### src/rtl/layer_scheduler.sv
// layer_scheduler: sequences the shared MAC datapath and truncation stage
// through `layers` layers, feeding truncated activations back as input.
// Ports: clk, rst_vals (async, active-high); start/in_vec begin an inference;
//   compute_start/compute_done handshake with the MAC datapath;
//   layer_done/trunc_done/layer_out_trunc handshake with truncation;
//   layer_idx, layer_in expose the current layer; vals_clr clears the
//   accumulators between layers; result/result_valid present the final
//   vector; busy is high outside IDLE; timeout_err is a sticky watchdog flag.
// Optional: define LAYER_SCHED_TIMEOUT_EN for a per-wait-state watchdog.
module layer_scheduler #(
    parameter int layers         = 2,
    parameter int row            = 30,
    parameter int datawidth      = 11,
    parameter int TIMEOUT_CYCLES = 4096
) (
    input  logic                                 clk,
    input  logic                                 rst_vals,
    input  logic                                 start,
    input  logic [row*datawidth-1:0]             in_vec,
    output logic                                 compute_start,
    input  logic                                 compute_done,
    output logic [(layers > 1 ? $clog2(layers) : 1)-1:0] layer_idx,
    output logic [row*datawidth-1:0]             layer_in,
    output logic                                 layer_done,
    input  logic                                 trunc_done,
    input  logic [row*datawidth-1:0]             layer_out_trunc,
    output logic                                 vals_clr,
    output logic [row*datawidth-1:0]             result,
    output logic                                 result_valid,
    output logic                                 busy,
    output logic                                 timeout_err
);

    localparam int IDXW = (layers > 1) ? $clog2(layers) : 1;
    localparam int VW   = row * datawidth;

    typedef enum logic [2:0] {
        IDLE,
        ISSUE,
        WAIT_MAC,
        WAIT_TRUNC,
        DRAIN,
        NEXT,
        FINISH
    } state_t;

    state_t          state_q;
    state_t          state_d;
    logic [VW-1:0]   act_reg;
    logic            last_layer;
    logic            tmo;

    assign last_layer = (layer_idx == IDXW'(layers - 1));
    assign layer_in   = act_reg;
    assign busy       = (state_q != IDLE);

    always_comb begin
        state_d       = state_q;
        compute_start = 1'b0;
        vals_clr      = 1'b0;
        result_valid  = 1'b0;
        case (state_q)
            IDLE:       if (start) state_d = ISSUE;
            ISSUE: begin
                compute_start = 1'b1;
                state_d       = WAIT_MAC;
            end
            WAIT_MAC:   if (compute_done) state_d = WAIT_TRUNC;
            WAIT_TRUNC: if (trunc_done) state_d = DRAIN;
            // Hold until truncation is idle again so it cannot
            // misread the next layer_done edge.
            DRAIN: begin
                if (!trunc_done)
                    state_d = last_layer ? FINISH : NEXT;
            end
            NEXT: begin
                vals_clr = 1'b1;
                state_d  = ISSUE;
            end
            FINISH: begin
                result_valid = 1'b1;
                state_d      = IDLE;
            end
            default:    state_d = IDLE;
        endcase
        if (tmo) state_d = IDLE;
    end

    always_ff @(posedge clk or posedge rst_vals) begin
        if (rst_vals) begin
            state_q    <= IDLE;
            act_reg    <= '0;
            result     <= '0;
            layer_idx  <= '0;
            layer_done <= 1'b0;
        end else begin
            state_q <= state_d;
            case (state_q)
                IDLE: begin
                    if (start) begin
                        act_reg   <= in_vec;
                        layer_idx <= '0;
                    end
                end
                WAIT_MAC: begin
                    if (compute_done) layer_done <= 1'b1;
                end
                WAIT_TRUNC: begin
                    if (trunc_done) begin
                        act_reg    <= layer_out_trunc;
                        layer_done <= 1'b0;
                    end
                end
                NEXT:    layer_idx <= layer_idx + IDXW'(1);
                FINISH:  result <= act_reg;
                default: ;
            endcase
            // Watchdog abort wins over a same-cycle compute_done.
            if (tmo) layer_done <= 1'b0;
        end
    end

`ifdef LAYER_SCHED_TIMEOUT_EN
    localparam int CNTW = $clog2(TIMEOUT_CYCLES + 1);

    logic [CNTW-1:0] wait_cnt;
    logic            in_wait;
    logic            err_q;

    assign in_wait = (state_q == WAIT_MAC) ||
                     (state_q == WAIT_TRUNC) ||
                     (state_q == DRAIN);
    // wait_cnt is 0 on the first cycle in a wait state, so the
    // limit is hit on the TIMEOUT_CYCLES-th cycle spent there.
    assign tmo = in_wait &&
                 (wait_cnt == CNTW'(TIMEOUT_CYCLES - 1));
    assign timeout_err = err_q;

    always_ff @(posedge clk or posedge rst_vals) begin
        if (rst_vals) begin
            wait_cnt <= '0;
            err_q    <= 1'b0;
        end else begin
            if (state_d != state_q)
                wait_cnt <= '0;
            else if (in_wait)
                wait_cnt <= wait_cnt + 1'b1;
            if (tmo) err_q <= 1'b1;
        end
    end
`else
    logic unused_tmo_cfg;
    assign unused_tmo_cfg = (TIMEOUT_CYCLES > 0);
    assign tmo            = 1'b0;
    assign timeout_err    = 1'b0;
`endif

endmodule

### config.mk
export PLATFORM = sky130hd
export DESIGN_NAME = layer_scheduler
export DESIGN_NICKNAME = d
export VERILOG_FILES = /design/src/rtl/layer_scheduler.sv
export SDC_FILE = /design/constraint.sdc
export NUM_CORES = 1
export LEC_CHECK = 0
export CAP_MARGIN = 25
export CORE_AREA = 4 4 523 525
export CTS_CLUSTER_DIAMETER = 150
export DETAILED_ROUTE_END_ITERATION = 10
export DIE_AREA = 0 0 527 529
export GPL_ROUTABILITY_DRIVEN = 0
export GPL_TIMING_DRIVEN = 0
export MAX_ROUTING_LAYER = met4
export SETUP_SLACK_MARGIN = 0.3
export SYNTH_ARGS = -nofsm -noshare
export SYNTH_HDL_FRONTEND = slang
export SYNTH_SLANG_ARGS = --single-unit
### constraint.sdc
create_clock -name clk -period 23.4 [get_ports clk]
set_input_delay 2.34 -clock clk [delete_from_list [all_inputs] [get_ports clk]]
set_output_delay 2.34 -clock clk [all_outputs]
set_load 0.05 [all_outputs]
# ---- Yosys cells after proc, flatten, opt, wreduce, memory -nomap -nowiden
# Cells that the tools add are included.
dict set report word_totals {
  register_bits 665
  output_inout_bits 667
  wordCells 42
}
dict set report op_classes {
  n_addsub 1
  eq_ne 10
  muxes 17
  reduce_logical 9
}
# op n
set op_table {}
lappend op_table {{$mux 330} 2}
lappend op_table {{$pmux 330 s2} 1}
lappend op_table {{$pmux 3 s6} 1}
lappend op_table {{$mux 3} 4}
lappend op_table {{$eq 3x3->1 const B} 3}
lappend op_table {{$ne 2x2->1 const B} 4}
lappend op_table {{$eq 3x2->1 const B} 2}
lappend op_table {{$mux 1} 6}
lappend op_table {{$reduce_and 3->1} 2}
lappend op_table {{$reduce_bool 2->1} 3}
lappend op_table {{$pmux 1 s2} 2}
lappend op_table {{$reduce_and 4->1} 1}
lappend op_table {{$eq 3x1->1 const B} 1}
lappend op_table {{$logic_not 3->1} 1}
lappend op_table {{$reduce_bool 3->1} 1}
lappend op_table {{$mux 2} 1}
lappend op_table {{$reduce_and 2->1} 1}
lappend op_table {{$add 1x1->1 const B} 1}

# ---- Logic depth before layout (Yosys ltp)
# Gate-level depths: netlist of the first run.
dict set report depth {
  depth_word 3
  ltp_mapped 6
}

# ---- Least setup slack after synthesis of the first run
# No wires, ideal clock.
dict set report synth_path {
  path_kind {input-to-reg}
  startpoint {in start}
  endpoint {reg act_reg[104], in the netlist layer_in[104]}
  cell_stages 5
  setup_time_ns 0.125
  arrival_ns 3.668
  path_buffers 2
  path_slack_ns 19.607
  path_cell_list {or3b_1 a21oi_4 buf_12 buf_8 mux2_2}
}
dict set report synth_between {
  elab_chain_len 2
}
# item line_no
set synth_rtl {}
lappend synth_rtl {{start, declared} 18} ;# input logic start,
lappend synth_rtl {{$ne 2x2->1 (no line)} --}
lappend synth_rtl {{$reduce_and 3->1 (no line)} --}
lappend synth_rtl {{end signal, assigned} 101} ;# act_reg <= in_vec;
lappend synth_rtl {{end signal, assigned} 110} ;# act_reg <= layer_out_trunc;
lappend synth_rtl {{end, declared} 49} ;# logic [VW-1:0] act_reg;
# Every way passes these cells.
# A chain may end at the register's enable or synchronous reset.

# ---- Final worst setup path of the first run
dict set report layout_path {
  startpoint {reg state_q[1]}
  endpoint {out result_valid}
}
dict set report layout_between {
  elab_chain_len 2
}
# item line_no
set layout_rtl {}
lappend layout_rtl {{start, declared} 47} ;# state_t state_q;
lappend layout_rtl {{start signal, assigned} 97} ;# state_q <= state_d;
lappend layout_rtl {{$eq 3x3->1} 62} ;# case (state_q)
lappend layout_rtl {{$mux 1} 62}
lappend layout_rtl {{end, declared} 29} ;# output logic result_valid,
# Every way passes these cells.

==> results_dict.tcl, run 1 <==
set metrics [dict create \
    arrival_ns 3.66 \
    postCtsSetupBuffers 0 \
    dr_wl_met3_mm 31.5 \
    p_seq_share_pct 25.8 \
    ys_seq_area_share_pct 57.6 \
    dr_total_vias 22800 \
    overflow 0 \
    cpMaxStageDelayCell "clkdlybuf4s50_1" \
    yosys_warnings 0 \
    track_usage_pct 15.3 \
    worstSetupPathType "register to output port" \
    clock_latency_ns 0.79 \
    synth-compound-area-share_pct 0.281 \
    crit_buf_inv 4 \
    final_nets 3921 \
    core_sq_mm 0.269 \
    rows 191 \
    path_clk_slew_ns 0.06 \
    synth_area_sq_mm 0.0289 \
    hold_viol 0 \
    max_freq_mhz 167 \
    crit_path_max_incr_delay_ns 0.87 \
    cp_max_fo 10 \
    synth_cell_types 30 \
    place_inst 6733 \
    wirelength_mm 216 \
    cpMostUsedCell "buf_2" \
    fin_skew_ns 0.0359 \
    synth_top_family_by_area "multiplexers" \
    utilization_pct 18.9 \
    clkPwrFrac_pct 15.2 \
    cp_top_family "buffers and inverters" \
    grt_pass1_wl_mm 270 \
    multi_input_area_sq_mm 0.0114 \
    cts.sinks 665 \
    fin_total_pwr_mw 9.19 \
    cp-start-kind "register" \
    post_cts_resize_count 0 \
    drv_slew 0 \
    syn_to_final_growth_pct 75.6 \
    intPower_mw 4.48 \
    ys_ff_latch 665 \
    drive_above_1_share_pct 30.2 \
    setup_viol 0 \
    cap_violations 0 \
    grt_antenna_before_repair 174 \
    relSlewSlack_pct 27.7 \
    port_buffers 1330 \
    grt_max_degree 120 \
    peakVddDrop_mv 0.0975 \
    first_iter_violations 979 \
    grt_pass1_vias 24200 \
    holdWs_ns 0.503 \
    end_kind "output port" \
    dr.pass1.iters 5 \
    m1WireLength_mm 78.3 \
    switching_share_pct 51.3 \
    ant_nets 0 \
    fin_cells 7013 \
    cts_made_buffers 90 \
    ctsHoldBuffers 0 \
    combPwrFrac_pct 59.0 \
    path_cells "nor2b_1 > and2_1 > buf_2 > buf_2 > buf_2 > clkdlybuf4s50_1" \
    initial_utilization_pct 10.7 \
    min_path_type "register to register" \
    synth.area.mux_share_pct 38.6 \
    finalCritPeriodShare_pct 25.6 \
    wl_met2_mm 97.4 \
    htree_levels 3 \
    cts_buffer_depth 4 \
    syn_nets 2467 \
    fp.dieH_um 529 \
    outcome "finished, final reports clean" \
    synthXorXnorAreaFrac_pct 0 \
    via_per_inst 3.25 \
    p_sw_mw 4.71 \
    grt_setup_unrepaired "false" \
    regArea_sq_mm 0.0166 \
    synthSimpleGateAreaFrac_pct 0.385 \
    worst_pin_slew_ns 1.08 \
    num_io_pins 1332 \
    leakagePower_nw 19.7 \
    top_layer "met4" \
    cts_tree "yes" \
    synth.avg_cell_area_sq_um 16.0 \
    powerDensity_mw_per_mm2 181 \
    synthCells 1802 \
    dpl.hpwl_mm 189 \
    yosys.area_share.adder_pct 0 \
    die-width_um 527 \
    wire_per_inst_um 30.8 \
    min_period_ns 6.00 \
    crit_required_ns 21.06 \
    clockRootBuffer "clkbuf_16" \
    final.fill_count 29000 \
    drc 0 \
    die_area_sq_mm 0.279 \
]
==> registers in the layout (all words and copies together) (netlist names) <==
name and cells:
layer_in 330, layer_idx 1, layer_done 1, state_q 3, result 330
==> final cells by class <==
| type | count | area share (%) |
|---|---|---|
| antenna | 121 | 0.596 |
| multi-input combinational | 1022 | 22.4 |
| tap | 3570 | 8.80 |
| clock inverter | 38 | 0.771 |
| sequential | 665 | 32.8 |
| buffer | 113 | 1.79 |
| clock buffer | 120 | 5.00 |
| timing repair buffer | 1362 | 27.9 |
| inverter | 2 | 0.0296 |
==> power groups by stage <==
stage	combinational (mW)	clock, mW	sequential, mW
floorplan	1.16	0	4.04
global route	5.63	1.48	2.44
finish	5.42	1.39	2.37
CTS	5.53	1.44	2.38
global placement	5.37	0	2.38
detailed placement	5.51	0	2.39
==> synthesized netlist by cell type <==
cell,number,area share [%]
buf_8,30,1.6
nand3_1,2,0.035
o311ai_0,1,0.030
nand2b_1,2,0.043
inv_1,2,0.026
a21oi_1,2,0.035
conb_1,1,0.013
nor2b_1,3,0.065
nand2_1,2,0.026
dfrtp_1,665,58
buf_2,65,1.1
nand3b_1,1,0.026
clkbuf_1,11,0.14
nor2_1,3,0.039
buf_12,3,0.21
and2_1,1,0.022
o2bb2ai_1,1,0.030
or3b_2,1,0.030
mux2_2,720,28
or3_1,2,0.043
mux2_1,270,11
or3b_1,1,0.030
o21ai_0,3,0.052
a21boi_0,1,0.026
buf_4,4,0.10
o22ai_1,1,0.022
o41ai_1,1,0.030
a21oi_4,1,0.056
nor3b_1,1,0.026
mux2i_1,1,0.035
==> kinds of logic after synthesis <==
logic type	after synthesis
AO/OA/AOI/OAI	11
flip-flops	665
multiplexers	991
other	1
AND/OR/NAND/NOR	19
buffers and inverters	115
==> path summary, 6_finish.rpt <==
| check | endpoint | slack, ns | cells past startpoint | start |
|---|---|---|---|---|
| max in group asynchronous | layer_in[259] | 19.31 | 5 | rst_vals |
| worst max-delay path | result_valid | 17.40 | 6 | state_q[1] |
| worst min-delay path | result[127] | 0.50 | 1 | result[127] |
| min in group asynchronous | layer_in[145] | 2.07 | 2 | rst_vals |
| worst max register to register | layer_in[13] | 20.12 | 5 | state_q[2] |
| worst min register to register | result[127] | 0.50 | 1 | result[127] |
==> layer usage <==
metal  GRT usage, %  vias up
met4           5.66        0
met2           23.6     1323
met1           15.8    11500
met5              -        -
met3           9.59      287
li1               -     9630
==> through the flow <==
stage	instance area, sq um	setup WS (ns)	setup TNS, ns
3_5_place_dp	47500	18.04	0
3_3_place_gp	46700	-7.48	-4787.78
5_1_grt	50800	17.12	0
6_report	50800	17.40	0
4_1_cts	50400	17.14	0
2_1_floorplan	28900	2.42	0
==> layout by cell type (no fill, tap or decap), types with 3 or more instances in the layout <==
cell / count
buf_2: 65
buf_12: 3
clkbuf_16: 91
clkdlybuf4s50_1: 1330
mux2_1: 270
clkbuf_8: 15
nor2b_1: 3
dfrtp_1: 665
buf_8: 33
clkbuf_1: 24
buf_4: 4
mux2_2: 720
o21ai_0: 3
inv_6: 3
inv_8: 4
bufinv_16: 5
diode_2: 121
nor2_1: 3
buf_16: 29
clkinv_4: 5
clkinvlp_4: 5
clkinv_2: 16
No activity file was read; power rests on OpenSTA's default activity.
==> inputs of run 2 (changes only) <==
==> constraint.sdc (replaced) <==
create_clock -name clk -period 5.7 [get_ports clk]
set_input_delay 0.57 -clock clk [delete_from_list [all_inputs] [get_ports clk]]
set_output_delay 0.57 -clock clk [all_outputs]
set_load 0.05 [all_outputs]
==> run 2 against run 1 <==
First-iteration DRC count decreased by 0.72%. Routed wire length decreased by 1.7%. Critical path type unchanged. Die area unchanged. Core utilization about the same. Clock skew decreased by 0.018 ns. Largest cell class unchanged. Register-to-register slack got worse by 18 ns.
==> results_dict.tcl, run 2 (synthesis gave the netlist of run 1 again) <==
set metrics [dict create \
    outcome "finished, final reports clean" \
    worstRegToRegCells 6 \
    fin_total_pwr_mw 37.4 \
    grt_pass1_wl_mm 266 \
    setup_viol 0 \
    initial_utilization_pct 10.7 \
    first_iter_violations 972 \
    postCtsSetupBuffers 0 \
    cpMostUsedCell "buf_2" \
    crit_cells 6 \
    htree_levels 3 \
    end_kind "output port" \
    r2r_slack_ns 2.43 \
    grt_max_degree 45 \
    clkPwrFrac_pct 15.0 \
    cpMaxStageDelayCell "clkdlybuf4s50_1" \
    wire_per_inst_um 30.3 \
    overflow 0 \
    cp_max_fo 15 \
    ctsHoldBuffers 0 \
    leakagePower_nw 19.7 \
    final_cell_mix "clkdlybuf4s50_1, mux2_2, dfrtp_1" \
    powerDensity_mw_per_mm2 736 \
    holdWs_ns 0.406 \
    wirelength_mm 212 \
    fin_skew_ns 0.0183 \
    via_per_inst 3.25 \
    core_sq_mm 0.269 \
    p_sw_mw 19.1 \
    crit_buf_inv 4 \
    max_freq_mhz 234 \
    crit_required_ns 5.13 \
    intPower_mw 18.2 \
    syn_to_final_growth_pct 75.6 \
    final_nets 3922 \
    crit_path_max_incr_delay_ns 0.87 \
    fp.dieH_um 529 \
    cts_made_buffers 83 \
    clock_latency_ns 0.70 \
    path_clk_slew_ns 0.06 \
    dp_slack_ns 2.12 \
    finalCritPeriodShare_pct 75.0 \
    die-width_um 527 \
    cts.sinks 665 \
    mostFrequentLayoutCell "clkdlybuf4s50_1" \
    grt_setup_unrepaired "false" \
    grt_pass1_vias 24200 \
    switching_share_pct 51.2 \
    worst_r2r_endpoint "result[156]" \
    track_usage_pct 15.1 \
    drc 0 \
    drive_above_1_share_pct 30.3 \
    cp_top_family "buffers and inverters" \
    post_cts_resize_count 0 \
    cts_buffer_depth 3 \
    rows 191 \
    cts_tree "yes" \
    critical_path.startpoint "state_q[1]" \
    ant_nets 0 \
    relSlewSlack_pct 31.1 \
    num_io_pins 1332 \
    min_path_type "primary input to async pin" \
    worstSetupPathType "register to output port" \
    grt_antenna_before_repair 182 \
    fin_ws_ns 1.42 \
    peakVddDrop_mv 0.389 \
    r2r-start "state_q[1]" \
    endpoint "result_valid" \
    die_area_sq_mm 0.279 \
    path_cells "nor2b_1 > and2_1 > buf_2 > buf_2 > buf_2 > clkdlybuf4s50_1" \
    port_buffers 1330 \
    hold_viol 0 \
    p_seq_share_pct 26.0 \
    cap_violations 0 \
    clockRootBuffer "clkbuf_16" \
    arrival_ns 3.71 \
    final.setup.tns_ns 0 \
    worst_pin_slew_ns 1.03 \
    combPwrFrac_pct 59.0 \
    drv_slew 0 \
    cp-start-kind "register" \
    dr_total_vias 22800 \
    dpl.hpwl_mm 187 \
    min_period_ns 4.28 \
    dr.pass1.iters 5 \
]
==> run 2: layout make-up <==
type                       count  area, sq um
antenna                      113          283
buffer                       113          908
clock buffer                 116         2430
clock inverter                35          425
fill                       29000       219000
inverter                       2         11.3
multi-input combinational   1022        11400
sequential                   665        16600
tap                         3570         4470
timing repair buffer        1370        14300
==> run 2: worst min path at each step <==
stage,endpoint,cells after the start
final,result[324],2
after global routing,result[326],2
after CTS,result[324],2
after detailed placement,result[322],1
after global placement,result[133],1
after floorplan,state_q[1],3
==> run 2: per-layer routing <==
layer | wire length, um | global-route usage (%)
met5 | 0 | -
met4 | 7960 | 4.55
met3 | 29700 | 9.27
met2 | 97400 | 23.9
met1 | 77400 | 15.6
==> run 2: through the flow <==
stage	util (%)	cell area [sq um]	cells
3_3_place_gp	17.3	46700	6702
5_1_grt	18.8	50700	6988
2_1_floorplan	-	28900	1802
6_report	18.9	50800	7006
3_5_place_dp	17.7	47600	6741
4_1_cts	18.7	50500	6892
==> run 2: power by group through the flow <==
| stage | logic, mW | registers (mW) | clock network (mW) |
|---|---|---|---|
| 5_1_grt | 22.9 | 10.0 | 6.02 |
| 6_report | 22.0 | 9.72 | 5.61 |
| 4_1_cts | 22.5 | 9.80 | 5.85 |
| 3_3_place_gp | 21.9 | 9.78 | 0 |
| 2_1_floorplan | 4.76 | 16.6 | 0 |
| 3_5_place_dp | 22.4 | 9.85 | 0 |
==> inputs of run 3 (changes only) <==
==> constraint.sdc (replaced) <==
create_clock -name clk -period 4.4 [get_ports clk]
set_input_delay 0.44 -clock clk [delete_from_list [all_inputs] [get_ports clk]]
set_output_delay 0.44 -clock clk [all_outputs]
set_load 0.05 [all_outputs]
==> run 3 against run 2 <==
Clock power rose by 29%. Flip-flop and latch count did not move. Clock skew barely moved. Sequential share of layout area did not move. Worst setup slack got worse by 0.85 ns. Die area did not move. First-iteration DRC count fell by 0.21%. Critical endpoint unchanged.
==> results_dict.tcl, run 3 (synthesis gave the netlist of run 1 again) <==
set metrics [dict create \
    core_sq_mm 0.269 \
    first_iter_violations 970 \
    drive_above_1_share_pct 30.3 \
    use_met3_pct 9.27 \
    fp.dieH_um 529 \
    min_path_type "primary input to async pin" \
    path_cells "nor2b_1 > and2_1 > buf_4 > buf_2 > buf_2 > clkdlybuf4s50_1" \
    dr_total_vias 22800 \
    clock_latency_ns 0.70 \
    r2r_slack_ns 1.19 \
    final_nets 3922 \
    utilization_pct 18.9 \
    cpMostUsedCell "buf_2" \
    place_inst 6741 \
    setup_viol 0 \
    fin_area_sq_mm 0.0508 \
    die_area_sq_mm 0.279 \
    combPwrFrac_pct 59.0 \
    worstRegToRegCells 5 \
    cts_made_buffers 83 \
    hold_viol 0 \
    powerDensity_mw_per_mm2 953 \
    endpoint "result_valid" \
    mostFrequentLayoutCell "clkdlybuf4s50_1" \
    worstSetupPathType "register to output port" \
    critical_path.startpoint "state_q[1]" \
    fin_total_pwr_mw 48.4 \
    grt_use_met2_pct 23.9 \
    grt_antenna_before_repair 182 \
    p_seq_share_pct 26.0 \
    track_usage_pct 15.1 \
    wirelength_mm 212 \
    p_sw_mw 24.8 \
    finalCritPeriodShare_pct 87.1 \
    postCtsSetupBuffers 0 \
    initial_utilization_pct 10.7 \
    cts_buffer_depth 3 \
    grt_use_met1_pct 15.6 \
    grt_setup_unrepaired "false" \
    fin_cells 7005 \
    final.setup.tns_ns 0 \
    cp_max_fo 14 \
    peakVddDrop_mv 0.504 \
    switching_share_pct 51.2 \
    holdWs_ns 0.273 \
    final_cell_mix "clkdlybuf4s50_1, mux2_2, dfrtp_1" \
    grt_pass1_vias 24200 \
    relSlewSlack_pct 31.2 \
    leakagePower_nw 19.7 \
    ant_nets 0 \
    end_kind "output port" \
    num_io_pins 1332 \
    crit_required_ns 3.96 \
    intPower_mw 23.6 \
    rows 191 \
    drc 0 \
    die-width_um 527 \
    arrival_ns 3.39 \
    wire_per_inst_um 30.3 \
    regArea_sq_mm 0.0166 \
    crit_path_max_incr_delay_ns 0.87 \
    overflow 0 \
    path_clk_slew_ns 0.06 \
    cpMaxStageDelayCell "clkdlybuf4s50_1" \
    clkPwrFrac_pct 15.0 \
    min_period_ns 3.83 \
    fin_skew_ns 0.0183 \
    dr.pass1.iters 6 \
    htree_levels 3 \
    worst_pin_slew_ns 1.03 \
    cts_tree "yes" \
    grt_pass1_wl_mm 266 \
    cap_violations 0 \
    drv_slew 0 \
    outcome "finished, final reports clean" \
    dp_slack_ns 0.947 \
    ctsHoldBuffers 0 \
    worst_r2r_endpoint "layer_in[40]" \
    port_buffers 1330 \
    r2r-start "state_q[2]" \
    busiest_layer "met2" \
    cts.sinks 665 \
    via_per_inst 3.25 \
    grt_max_degree 45 \
    dpl.hpwl_mm 187 \
    max_freq_mhz 261 \
    fin_ws_ns 0.568 \
    placed_cell_area_sq_mm 0.0476 \
    cp-start-kind "register" \
    syn_to_final_growth_pct 75.6 \
    final.fill_count 29000 \
    clockRootBuffer "clkbuf_16" \
    multi_input_area_sq_mm 0.0114 \
]
run 3: changes by cell type in the layout (fill, tap and decap cells not counted):
cell     previous run  this run
diode_2           113       112
buf_4               4         5
buf_2              65        64
run 3: layout make-up:
class	instances	share of cell area (%)
Sequential cell	665	32.8
Timing Repair Buffer	1370	28.1
Multi-Input combinational cell	1022	22.4
Tap cell	3570	8.80
Clock buffer	116	4.79
Buffer	113	1.79
Clock inverter	35	0.838
Antenna cell	112	0.552
Inverter	2	0.0222
run 3: what timing repair did:
action,in CTS,in global routing
gates resized for setup,1,0
endpoints found under the hold margin,0,0
endpoints found under the setup margin,1,0
run 3: critical path: cells and delay by family, from the launching register on:
family	cells	cell delay, ns
simple gates	2	0.32
buf+inv	4	1.95
flops	1	0.42
run 3: per-layer routing:
metal | vias up | share of wire (%)
met5 | - | 0
li1 | 9603 | -
met4 | 0 | 3.7
met1 | 11500 | 36
met2 | 1333 | 46
met3 | 292 | 14
run 3: worst min path at each step:
| stage | startpoint | endpoint | depth (start not counted) |
|---|---|---|---|
| final | rst_vals | result[324] | 2 |
| after global routing | rst_vals | result[326] | 2 |
| after CTS | rst_vals | result[324] | 2 |
| after detailed placement | result[322] | result[322] | 1 |
| after global placement | result[133] | result[133] | 1 |
| after floorplan | trunc_done | state_q[1] | 1 |
run 3: power groups by stage:
stage          clock network (mW)  registers (mW)  logic [mW]
6_report                     7.26            12.6        28.5
5_1_grt                      7.79            13.0        29.7
4_1_cts                      7.57            12.7        29.1
3_5_place_dp                    0            12.8        29.0
3_3_place_gp                    0            12.7        28.3
2_1_floorplan                   0            21.5        6.17
